## config.mk

```make
export PLATFORM = sky130hd
export DESIGN_NAME = pipe_ctrl
export DESIGN_NICKNAME = d
export VERILOG_FILES = /design/src/rtl/pipe_ctrl_pkg.sv /design/src/rtl/pipe_ctrl.sv
export SDC_FILE = /design/constraint.sdc
export NUM_CORES = 1
export LEC_CHECK = 0
export BUFFER_PORTS_ARGS = -buffer_cell sky130_fd_sc_hd__clkbuf_2
export CAP_MARGIN = 20
export CELL_PAD_IN_SITES_DETAIL_PLACEMENT = 0
export CELL_PAD_IN_SITES_GLOBAL_PLACEMENT = 1
export CORE_UTILIZATION = 18
export DETAILED_ROUTE_END_ITERATION = 8
export MAX_ROUTING_LAYER = met4
export PLACE_DENSITY = 0.86
export SLEW_MARGIN = 20
export SYNTH_ARGS = -nofsm -noshare
export SYNTH_HDL_FRONTEND = slang
export SYNTH_SLANG_ARGS = --single-unit
```

## constraint.sdc

```tcl
create_clock -name clk -period 2 [get_ports clk]
set_input_delay 0.1 -clock clk [delete_from_list [all_inputs] [get_ports clk]]
set_output_delay 0.1 -clock clk [all_outputs]
set_load 0.01 [all_outputs]
```

## src/rtl/pipe_ctrl_pkg.sv

```systemverilog
// Shared constants for the pipeline controller: stop-vector layout, stall patterns,
// default exception codes and the divide-stall FSM state type.
package pipe_ctrl_pkg;

   localparam int unsigned STOP_PC    = 0;
   localparam int unsigned STOP_IF_ID = 1;
   localparam int unsigned STOP_ID_EX = 2;
   localparam int unsigned STOP_EX_MEM = 3;
   localparam int unsigned STOP_MEM_WB = 4;
   localparam int unsigned STOP_RSVD  = 5;

   localparam logic [5:0] STOP_NONE = 6'b000000;
   localparam logic [5:0] STOP_IF   = 6'b000011;
   localparam logic [5:0] STOP_ID   = 6'b000111;
   localparam logic [5:0] STOP_DIV  = 6'b001111;
   localparam logic [5:0] STOP_MEM  = 6'b011111;

   localparam logic [31:0] ZERO_WORD       = 32'h0000_0000;
   localparam logic [31:0] DEF_EXC_VECTOR  = 32'h0000_0020;
   localparam logic [31:0] DEF_ERET_TYPE   = 32'h0000_000e;

   typedef enum logic [0:0] {
      StIdle,
      StDivWait
   } state_t;

endpackage

```

## src/rtl/pipe_ctrl.sv

```systemverilog
// Pipeline sequencing: merges stage stall requests, the counted divide stall and
// exception/ERET flushes into the stop vector plus the flush/new_pc redirect pair.
module pipe_ctrl
   import pipe_ctrl_pkg::*;
#(
   parameter int unsigned DIV_CYCLES = 32,
   parameter logic [31:0] EXC_VECTOR = DEF_EXC_VECTOR,
   parameter logic [31:0] ERET_TYPE  = DEF_ERET_TYPE
) (
   input  logic        clk,
   input  logic        rst_n,
   input  logic        stallreq_if,
   input  logic        stallreq_id,
   input  logic        stallreq_mem,
   input  logic        div_start,
   input  logic [31:0] excepttype,
   input  logic [31:0] cp0_epc,
   output logic [5:0]  stop,
   output logic        flush,
   output logic [31:0] new_pc,
   output logic        div_busy
);

   localparam int unsigned CNT_W = $clog2(DIV_CYCLES + 1);

   state_t           state_q, state_d;
   logic [CNT_W-1:0] cnt_q, cnt_d;

   always_ff @(posedge clk or negedge rst_n) begin
      if (!rst_n) begin
         state_q <= StIdle;
         cnt_q   <= '0;
      end else begin
         state_q <= state_d;
         cnt_q   <= cnt_d;
      end
   end

   always_comb begin
      state_d  = state_q;
      cnt_d    = cnt_q;
      flush    = (excepttype != ZERO_WORD);
      new_pc   = ZERO_WORD;
      div_busy = 1'b0;
      stop     = STOP_NONE;

      if (flush) begin
         new_pc = (excepttype == ERET_TYPE) ? cp0_epc : EXC_VECTOR;
      end

      unique case (state_q)
         StIdle: begin
            div_busy = div_start && !flush;
            if (div_start && !flush) begin
               state_d = StDivWait;
               cnt_d   = CNT_W'(DIV_CYCLES - 1);
            end
         end
         StDivWait: begin
            div_busy = !flush;
            if (flush) begin
               state_d = StIdle;
               cnt_d   = '0;
            end else begin
               // Arrive in idle together with cnt reaching zero, so the stall
               // spans exactly DIV_CYCLES cycles from the start pulse.
               if (cnt_q != '0) begin
                  cnt_d = cnt_q - CNT_W'(1);
               end
               if (cnt_q <= CNT_W'(1)) begin
                  state_d = StIdle;
               end
            end
         end
         default: begin
            state_d = StIdle;
            cnt_d   = '0;
         end
      endcase

      if (flush) begin
         stop = STOP_NONE;
      end else if (stallreq_mem) begin
         stop = STOP_MEM;
      end else if (div_busy) begin
         stop = STOP_DIV;
      end else if (stallreq_id) begin
         stop = STOP_ID;
      end else if (stallreq_if) begin
         stop = STOP_IF;
      end
   end

endmodule

```

Word-level counts from Yosys, hierarchy flattened --
Index checks and enable logic that the tools add are counted.
Storage, ports and cells: register bits 7, latch bits 0, memory bits (writable) 0, memory bits (read-only) 0, input bits 70, memories 0
Cells by class: add/subtract/negate cells 1, $mul 0, divide/modulo/power cells 0, order comparisons 1, equal/unequal tests 3, shift-type cells 0, muxes and demuxes 16, bitwise operators 1, reductions and logical operators 5
Operators with widths (number):
- 2-to-1 mux 32 bit | 2
- == test 32 x 4 -> 1 bit, second input constant | 1
- nonzero test 32 bit | 1
- 2-to-1 mux 6 bit | 3
- case mux 6 bit (2 select lines) | 1
- 2-to-1 mux 5 bit | 2
- <= comparator 6 x 1 -> 1 bit, second input constant | 1
- nonzero test 6 bit | 1
- subtractor 6 x 1 -> 6 bit, second input constant | 1
- 2-to-1 mux 4 bit | 1
- case mux 1 bit (2 select lines) | 2
- 2-to-1 mux 1 bit | 3
- 2-to-1 mux 3 bit | 1
- != test 3 x 2 -> 1 bit, second input constant | 1
- 2-to-1 mux 2 bit | 1
- != test 2 bit, second input constant | 1
- AND reduction 2 bit | 1
- logical AND 1 bit | 1
- zero test 1 bit | 1
- inverter 1 bit | 1

Logic depth before layout (Yosys ltp) --
Gate-level depths: netlist of the first run.
word-level depth 7, gate-level depth with buffers 7

Least setup slack after synthesis of the first run --
OpenSTA, ideal clock, no wires.
path type input -> register, start in excepttype[7], end reg cnt_q[0], setup time 0.128 ns, arrival 1.579 ns, data required time 1.872 ns, setup slack 0.293 ns, cell stages on the path 6, path buffers 0, cell sequence nor4_1 > nand4_1 > nor3_2 > inv_2 > a221o_1 > mux2_1
Between the ends: cells in the longest elaborated chain, start to end 5, elaborated cells on any way between the ends 8, those cells by class 2 x eq/ne; 2 x mux; 4 x reduce/logical
RTL lines:
- start: declaration | RTL line pipe_ctrl.sv:16 | input logic [31:0] excepttype,
- nonzero test 32 bit * | RTL line pipe_ctrl.sv:42 | flush = (excepttype != ZERO_WORD);
- zero test 1 bit | RTL line pipe_ctrl.sv:54 | if (div_start && !flush) begin
- logical AND 1 bit | RTL line pipe_ctrl.sv:54
- != test 2 bit (no line)
- AND reduction 2 bit (no line)
- end signal: assignment | RTL line pipe_ctrl.sv:35 | cnt_q <= cnt_d;
- end: declaration | RTL line pipe_ctrl.sv:27 | logic [CNT_W-1:0] cnt_q, cnt_d;
Mark *: on every way between the ends. The rest lies on a longest branch, timed or not. A chain may end at the register's enable or synchronous reset.

Worst setup path after layout of the first run --
start reg cnt_q[2], end reg cnt_q[0]
Between the ends: cells in the longest elaborated chain, start to end 3
RTL lines:
- nonzero test 6 bit | RTL line pipe_ctrl.sv:67 | if (cnt_q != '0) begin
- != test 3 x 2 -> 1 bit (no line)
- AND reduction 2 bit (no line)
No other way between the ends.

==> summary.txt, run 1 <==
outcome: completed
CTS root buf: clkbuf_8
number of vias per cell: 4.210
Tmin final: 1.788 ns
Fmax: 0.5592 GHz
all-layer global routing usage: 13.57%
post-synthesis cell count: 109
synth top area cells: and2_1 (26%), dfrtp_1 (22%), nor4_1 (6.4%), nor2_1 (4.3%), nand4_1 (4.0%)
residual DRC count: 0
Mapped Area: 787.0 um^2
Starting Density: 19.26%
Detailed Route WL: 2904 um
Startpoint Class: flop
DIE HEIGHT: 68.12 um
fraction of layout cells with a size suffix above 1: 55.20%
TritonCTS clock tree: built
Pwr Density: 288.0 nW/um^2
DP Worst Slack: 0.04831 ns
# hold bufs at CTS: 1
ys async rst share: 100.0%
commonest cells after routing, fill and taps aside: clkbuf_2 (108), and2_1 (33), nor2_1 (9)
Worst Skew: 0.004434 ns
period utilization: 89.42%
vias in the first global route: 1026
Hold Path Class: in -> async
Worst Reg-to-Reg Cells: 4
Peak VDD IR: 0.0002140 V
Worst R2R Start: cnt_q[2]
# rows: 23
required time of the critical path: 2.11 ns
total grt overflow: 0
total negative slack: 0 ns
Worst-path clk slew: 0.04 ns
Synth top area share: 26.23%
number of max-cap violations: 0
WS Path Type: reg -> reg
first-pass GRT wire length: 4636 um
initial DRC count: 48
FF-to-FF setup slack: 0.21 ns
post-DP HPWL: 2523 um
initial antenna violation count: 0
final net count: 294
Final setup viols: 0
Final Max Slew Viols: 0
overall power: 424.4 uW
CORE AREA: 4086 um^2
DR vias: 1141
critical path endpoint category: flop
Clock Latency Late Sink: 0.23 ns
die width: 68.12 um
Seq/Total Area, Yosys: 22.26%
post-route ant nets: 0
Static Leak: 0.0008390 uW
final worst setup slack: 0.2116 ns
RSZ-0062 raised after global routing: no
PortBufs: 108
Hold Fails Final Rpt: 0
yosys warns: 0
largest net degree at the start of global routing: 32
# Post-CTS Setup Buffers: 0
CP arrival: 1.90 ns
syn_area_per_cell: 7.220 um^2
H-tree lvl count: 1
1st-pass router iterations: 4
commonest non-fill, non-tap cell in the layout: clkbuf_2
io pins: 110
Clock Sinks: 7
Primary FF master, synth: dfrtp_1
Synth cell types: 28
Post-synth EDFFs: 0
Core Util, Final: 36.07%
critical-path maximum fanout: 6
CTS Buf Count: 3
die footprint: 4640 um^2
cell accounting for the most synthesized area: and2_1
post-CTS resize count: 0
CTS max path bufs: 2
register bit total from synthesis: 7
reg2reg end: cnt_q[0]
WL per Instance: 10.72 um
GPL Wtd Cong: 0.8528
Area growth, synth to finish: 87.28%
Mapped Nets: 181
Diodes inserted: 0
kinds of logic (layout without fill, tap and decap cells):
kind of cell	Yosys count	count (layout)	synth area share [%]
and+or+nand+nor	68	68	50.56
AOI/OAI and AO/OA	15	15	13.04
buffers and inverters	14	126	7.630
DFF	7	7	22.26
adders and majority gates	2	2	3.179
muxes	2	2	2.861
other	1	1	0.4765
how the worst max path moves through the flow:
stage / startpoint / endpoint / slack, ns / depth (start not counted)
CTS: cnt_q[2] / cnt_q[0] / 0.20 / 4
finish: cnt_q[2] / cnt_q[0] / 0.21 / 4
global route: cnt_q[2] / cnt_q[0] / 0.09 / 4
global placement: excepttype[26] / cnt_q[1] / 0.12 / 7
detailed placement: excepttype[22] / cnt_q[0] / 0.05 / 7
floorplan: excepttype[7] / cnt_q[0] / 0.29 / 6
registers in the layout (all words and copies together), names as in the netlist:
| register | count |
|---|---|
| cnt_q | 6 |
| state_q | 1 |
Yosys cell counts, types with 3 or more instances:
cell / n
a21oi_1: 3
o21ai_0: 5
nand2_1: 3
inv_1: 6
nand4_1: 5
dfrtp_1: 7
nor2_1: 9
nor4_1: 8
nor3_1: 3
clkbuf_1: 5
and2_1: 33
area by class of cell:
type,count,area [um^2]
flip-flops and latches,7,175.2
repair buffers,115,608.1
multi-input cells,88,556.8
inverters,7,26.28
fillers,454,2613
clock buffers,4,45.04
well taps,50,62.56
power by group:
group	internal, uW	switching [uW]	leakage [uW]
combinational	52.7	26.2	0.000729
sequential	142	0.00000705	0.0000874
clock	138	65.0	0.0000228
worst max-delay path, cell delays in order (launching register included):
cell and delay (ns):
dfrtp_1 0.42, nor4_1 0.36, a21oi_1 0.15, a221o_1 0.38
mux2_1 0.35
per-layer routing:
metal | track usage, % | wire, um | up-vias
met5 | - | 0 | -
met4 | 3.906 | 11 | 0
met3 | 1.667 | 169 | 2
met2 | 22.79 | 1414 | 46
met1 | 16.87 | 1308 | 491
li1 | - | - | 602
through the flow:
| stage | hold WS [ns] | std cells | instance area (um^2) |
|---|---|---|---|
| floorplan | -0.1956 | 109 | 787.0 |
| global placement | -0.05032 | 266 | 1419 |
| detailed placement | -0.04741 | 266 | 1419 |
| CTS | 0.2606 | 271 | 1474 |
| global route | 0.2675 | 271 | 1474 |
| finish | 0.2467 | 271 | 1474 |
(Power assumes the default switching activity.)
==> run 2: changes to the inputs <==
- PLACE_DENSITY: 0.86 -> not set
- PLACE_DENSITY_LB_ADDON: not set -> 0.1
==> run 2 against run 1 <==
Effect of this change:
- largest cell class unchanged
- power up 0.35%
- critical endpoint is now cnt_q[1]
- first-iteration DRC count is 6.3% higher
- register-to-register slack hardly changed
- hold slack got worse by 0.0029 ns
- sequential share of layout area barely moved
- die area unchanged
==> summary.txt, run 2 (synthesized netlist as in run 1, its figures left out) <==
outcome: completed (unchanged)
fraction of layout cells with a size suffix above 1: 55.61% (was 55.20%)
crit path launch: cnt_q[3] (was cnt_q[2])
all-layer global routing usage: 12.62% (was 13.57%)
die footprint: 4640 um^2 (unchanged)
commonest cells after routing, fill and taps aside: clkbuf_2 (108), and2_1 (33), nor2_1 (9) (unchanged)
Top reg by flops: cnt_q (unchanged)
final net count: 296 (was 294)
1st-pass router iterations: 3 (was 4)
FF-to-FF setup slack: 0.22 ns (was 0.21 ns)
WS Path Type: reg -> reg (unchanged)
number of vias per cell: 4.311 (was 4.210)
largest net degree at the start of global routing: 32 (unchanged)
required time of the critical path: 2.11 ns (about the same)
# hold bufs at CTS: 1 (unchanged)
WL per Instance: 10.92 um (was 10.72 um)
DR vias: 1177 (was 1141)
io pins: 110 (unchanged)
slowest stage cell, crit path: dfrtp_1 (unchanged)
Hold Fails Final Rpt: 0 (unchanged)
CP arrival: 1.89 ns (was 1.90 ns)
crit-path cells: nor4_1 > a21oi_1 > a221o_1 > mux2_1 (unchanged)
slowest cell delay on critical path: 0.40 ns (was 0.42 ns)
Diodes inserted: 0 (unchanged)
Worst Reg-to-Reg Cells: 4 (unchanged)
CORE AREA: 4086 um^2 (unchanged)
CTS Buf Count: 3 (unchanged)
Pwr Density: 288.5 nW/um^2 (was 288.0 nW/um^2)
# Post-CTS Setup Buffers: 0 (unchanged)
H-tree lvl count: 1 (unchanged)
Static Leak: 0.0008460 uW (was 0.0008390 uW)
# rows: 23 (unchanged)
initial antenna violation count: 0 (unchanged)
Critical Path Sink: cnt_q[1] (was cnt_q[0])
first-pass GRT wire length: 4422 um (was 4636 um)
Clock Sinks: 7 (unchanged)
Clock Latency Late Sink: 0.23 ns (about the same)
total grt overflow: 0 (unchanged)
largest registers: cnt_q x6, state_q x1 (unchanged)
Worst Skew: 0.0008616 ns (was 0.004434 ns)
DIE HEIGHT: 68.12 um (unchanged)
RSZ-0062 raised after global routing: no (unchanged)
CTS max path bufs: 2 (unchanged)
initial DRC count: 51 (was 48)
Area growth, synth to finish: 87.60% (was 87.28%)
period utilization: 89.15% (was 89.42%)
PortBufs: 108 (unchanged)
die width: 68.12 um (unchanged)
Layout fillers: 464 (was 454)
Final Max Slew Viols: 0 (unchanged)
Tmin final: 1.783 ns (was 1.788 ns)
residual DRC count: 0 (unchanged)
number of max-cap violations: 0 (unchanged)
Detailed Route WL: 2982 um (was 2904 um)
placed inst area: 1421 um^2 (was 1419 um^2)
total negative slack: 0 ns (unchanged)
Startpoint Class: flop (unchanged)
Worst R2R Start: cnt_q[3] (was cnt_q[2])
CTS root buf: clkbuf_8 (unchanged)
TritonCTS clock tree: built (unchanged)
post-CTS resize count: 0 (unchanged)
crit path buf inv count: 0 (unchanged)
reg2reg end: cnt_q[1] (was cnt_q[0])
Hold Path Class: in -> async (unchanged)
Crit. path cell count: 4 (unchanged)
critical path endpoint category: flop (unchanged)
Peak VDD IR: 0.0001407 V (was 0.0002140 V)
critical-path maximum fanout: 6 (unchanged)
post-DP HPWL: 2614 um (was 2523 um)
Worst-path clk slew: 0.04 ns (about the same)
GPL Wtd Cong: 0.7773 (was 0.8528)
Final setup viols: 0 (unchanged)
commonest non-fill, non-tap cell in the layout: clkbuf_2 (unchanged)
overall power: 425.9 uW (was 424.4 uW)
Fmax: 0.5609 GHz (was 0.5592 GHz)
Starting Density: 19.26% (unchanged)
CP delay by family, top: compound AO/OA/AOI/OAI gates (unchanged)
vias in the first global route: 1101 (was 1026)
max FFs per register: 6 (unchanged)
post-route ant nets: 0 (unchanged)
design area: 1476 um^2 (was 1474 um^2)
## run 2: cell type report
cell class / count / area [um^2] / share of cell area, %
timing repair buffer: 117 / 610.6 / 41.36
multi-input combinational: 88 / 556.8 / 37.71
sequential: 7 / 175.2 / 11.86
tap: 50 / 62.56 / 4.237
clock buffer: 4 / 45.04 / 3.051
inverter: 7 / 26.28 / 1.780
## run 2: worst min-delay path by stage
stage,start,end,slack (ns),cells past startpoint
after floorplan,rst_n,cnt_q[0],-0.20,0
after global placement,rst_n,cnt_q[3],-0.05,1
after detailed placement,rst_n,cnt_q[0],-0.05,1
after CTS,rst_n,cnt_q[3],0.25,2
after global routing,rst_n,cnt_q[3],0.27,2
final,rst_n,state_q,0.24,2
## run 2: routing by layer
layer / vias up / share of wire [%] / wire length, um / GRT usage, %
met5: - / 0 / 0 / -
met4: 0 / 0.91 / 27 / 3.125
met3: 3 / 7.5 / 224 / 2.500
met2: 53 / 52 / 1565 / 22.67
met1: 513 / 39 / 1164 / 14.12
li1: 608 / - / - / -
## run 2: per-stage QoR
| step | worst slack [ns] | instances | util, % | hold slack [ns] |
|---|---|---|---|---|
| 2_1_floorplan | 0.2933 | 109 | - | -0.1956 |
| 3_3_place_gp | 0.1391 | 268 | 34.78 | -0.04953 |
| 3_5_place_dp | 0.09436 | 268 | 34.78 | -0.04875 |
| 4_1_cts | 0.2121 | 273 | 36.13 | 0.2527 |
| 5_1_grt | 0.1324 | 273 | 36.13 | 0.2662 |
| 6_report | 0.2170 | 273 | 36.13 | 0.2438 |
## run 2: where the power goes
part	total [uW]	internal, uW	switching (uW)
Sequential	142	142	0.00000620
Combinational	78.4	52.7	25.7
Clock	205	138	66.8
==> run 3: changes to the inputs <==
- BUFFER_PORTS_ARGS: -buffer_cell sky130_fd_sc_hd__clkbuf_2 -> not set
- CORE_UTILIZATION: 18 -> 36
- DONT_BUFFER_PORTS: not set -> 1
==> run 3 against run 2 <==
Effect of this change:
- power decreased by 31%
- combinational power decreased by 81%
- flip-flop and latch count unchanged
- utilization increased by 6.7 points
- sequential share of layout area increased by 8.5 points
- final cell count decreased by 49%
- largest cell class is now multi-input combinational cells
- highest routed layer unchanged
==> summary.txt, run 3 (synthesized netlist as in run 1, its figures left out) <==
Worst R2R Start: cnt_q[2] (was cnt_q[3])
Static Leak: 0.0003531 uW (was 0.0008460 uW)
GPL Wtd Cong: 0.8555 (was 0.7773)
io pins: 110 (unchanged)
reg2reg end: cnt_q[0] (was cnt_q[1])
post-route ant nets: 0 (unchanged)
1st-pass router iterations: 4 (was 3)
period utilization: 91.25% (was 89.15%)
commonest cells after routing, fill and taps aside: and2_1 (33), nor2_1 (9), nor4_1 (8) (was clkbuf_2 (108), and2_1 (33), nor2_1 (9))
largest net degree at the start of global routing: 32 (unchanged)
final net count: 184 (was 296)
# hold bufs at CTS: 1 (unchanged)
number of max-cap violations: 0 (unchanged)
PortBufs: 0 (was 108)
critical path endpoint category: flop (unchanged)
Area growth, synth to finish: 9.062% (was 87.60%)
Clock Latency Late Sink: 0.26 ns (was 0.23 ns)
RSZ-0062 raised after global routing: no (unchanged)
Final setup viols: 0 (unchanged)
Peak VDD IR: 0.0002013 V (was 0.0001407 V)
Clock Sinks: 7 (unchanged)
Worst Reg-to-Reg Cells: 4 (unchanged)
Top reg by flops: cnt_q (unchanged)
vias in the first global route: 731 (was 1101)
critical-path maximum fanout: 6 (unchanged)
outcome: completed (unchanged)
DIE HEIGHT: 48.76 um (was 68.12 um)
CTS max path bufs: 2 (unchanged)
die footprint: 2377 um^2 (was 4640 um^2)
post-DP HPWL: 1948 um (was 2614 um)
Startpoint Class: flop (unchanged)
largest registers: cnt_q x6, state_q x1 (unchanged)
Final Max Slew Viols: 0 (unchanged)
crit path launch: cnt_q[2] (was cnt_q[3])
commonest non-fill, non-tap cell in the layout: and2_1 (was clkbuf_2)
Fmax: 0.5480 GHz (was 0.5609 GHz)
Starting Density: 39.31% (was 19.26%)
total grt overflow: 0 (unchanged)
H-tree lvl count: 1 (unchanged)
CTS root buf: clkbuf_4 (was clkbuf_8)
CTS Buf Count: 3 (unchanged)
Detailed Route WL: 2278 um (was 2982 um)
total negative slack: 0 ns (unchanged)
Diodes inserted: 0 (unchanged)
Hold Slack: 0.1706 ns (was 0.2438 ns)
fraction of layout cells with a size suffix above 1: 10.81% (was 55.61%)
initial DRC count: 16 (was 51)
die width: 48.76 um (was 68.12 um)
WS Path Type: reg -> reg (unchanged)
Hold Fails Final Rpt: 0 (unchanged)
# Post-CTS Setup Buffers: 0 (unchanged)
Critical Path Sink: cnt_q[0] (was cnt_q[1])
required time of the critical path: 2.15 ns (was 2.11 ns)
CORE AREA: 2002 um^2 (was 4086 um^2)
Pwr Density: 341.2 nW/um^2 (was 288.5 nW/um^2)
FF-to-FF setup slack: 0.18 ns (was 0.22 ns)
Layout fillers: 206 (was 464)
overall power: 292.8 uW (was 425.9 uW)
Worst-path clk slew: 0.05 ns (was 0.04 ns)
Worst Skew: 0.002632 ns (was 0.0008616 ns)
DR vias: 777 (was 1177)
# rows: 16 (was 23)
initial antenna violation count: 0 (unchanged)
first-pass GRT wire length: 3429 um (was 4422 um)
CP arrival: 1.97 ns (was 1.89 ns)
Hold Path Class: in -> async (unchanged)
number of vias per cell: 5.630 (was 4.311)
max FFs per register: 6 (unchanged)
Tmin final: 1.825 ns (was 1.783 ns)
WL per Instance: 16.51 um (was 10.92 um)
post-CTS resize count: 0 (unchanged)
residual DRC count: 0 (unchanged)
TritonCTS clock tree: built (unchanged)
all-layer global routing usage: 19.69% (was 12.62%)
run 3: final cells by class:
cell class / count / area, um^2 / share of cell area (%)
inverter: 7 / 26.28 / 3.061
clock buffer: 4 / 26.28 / 3.061
sequential: 7 / 175.2 / 20.41
tap: 27 / 33.78 / 3.936
timing repair buffer: 5 / 40.04 / 4.665
multi-input combinational: 88 / 556.8 / 64.87
run 3: worst min path at each step:
stage                   start  endpoint  slack [ns]  cells after the start
detailed placement      rst_n  cnt_q[2]       -0.20                      0
global placement        rst_n   state_q       -0.20                      0
global route        div_start  cnt_q[3]        0.17                      3
floorplan               rst_n  cnt_q[0]       -0.20                      0
CTS                     rst_n  cnt_q[3]        0.16                      1
finish                  rst_n  cnt_q[3]        0.17                      1
run 3: routing by layer:
metal / part of all wire, % / vias to the layer above / global-route usage [%]
met5: 0 / - / -
met4: 1.8 / 0 / 8.824
met3: 6.6 / 4 / 5.660
met2: 51 / 46 / 31.71
met1: 41 / 344 / 22.54
li1: - / 383 / -
run 3: stage by stage:
stage | util (%) | setup slack, ns | cell area [um^2] | instances
after floorplan | - | 0.2933 | 787.0 | 109
after global placement | 41.06 | 0.1103 | 822.0 | 133
after CTS | 42.88 | 0.1716 | 858.3 | 138
final | 42.88 | 0.1750 | 858.3 | 138
after detailed placement | 41.06 | 0.06307 | 822.0 | 133
after global routing | 42.88 | 0.05789 | 858.3 | 138
run 3: where the power goes:
part	switching [uW]	internal, uW
clock	59.7	76.6
sequential	0.00000703	142
combinational	8.23	6.59
total	67.9	225
run 3: critical path, stage by stage, from the launching register on:
cell     delay [ns]
dfrtp_1        0.44
nor4_1         0.40
a21oi_1        0.15
a221o_1        0.39
mux2_1         0.34
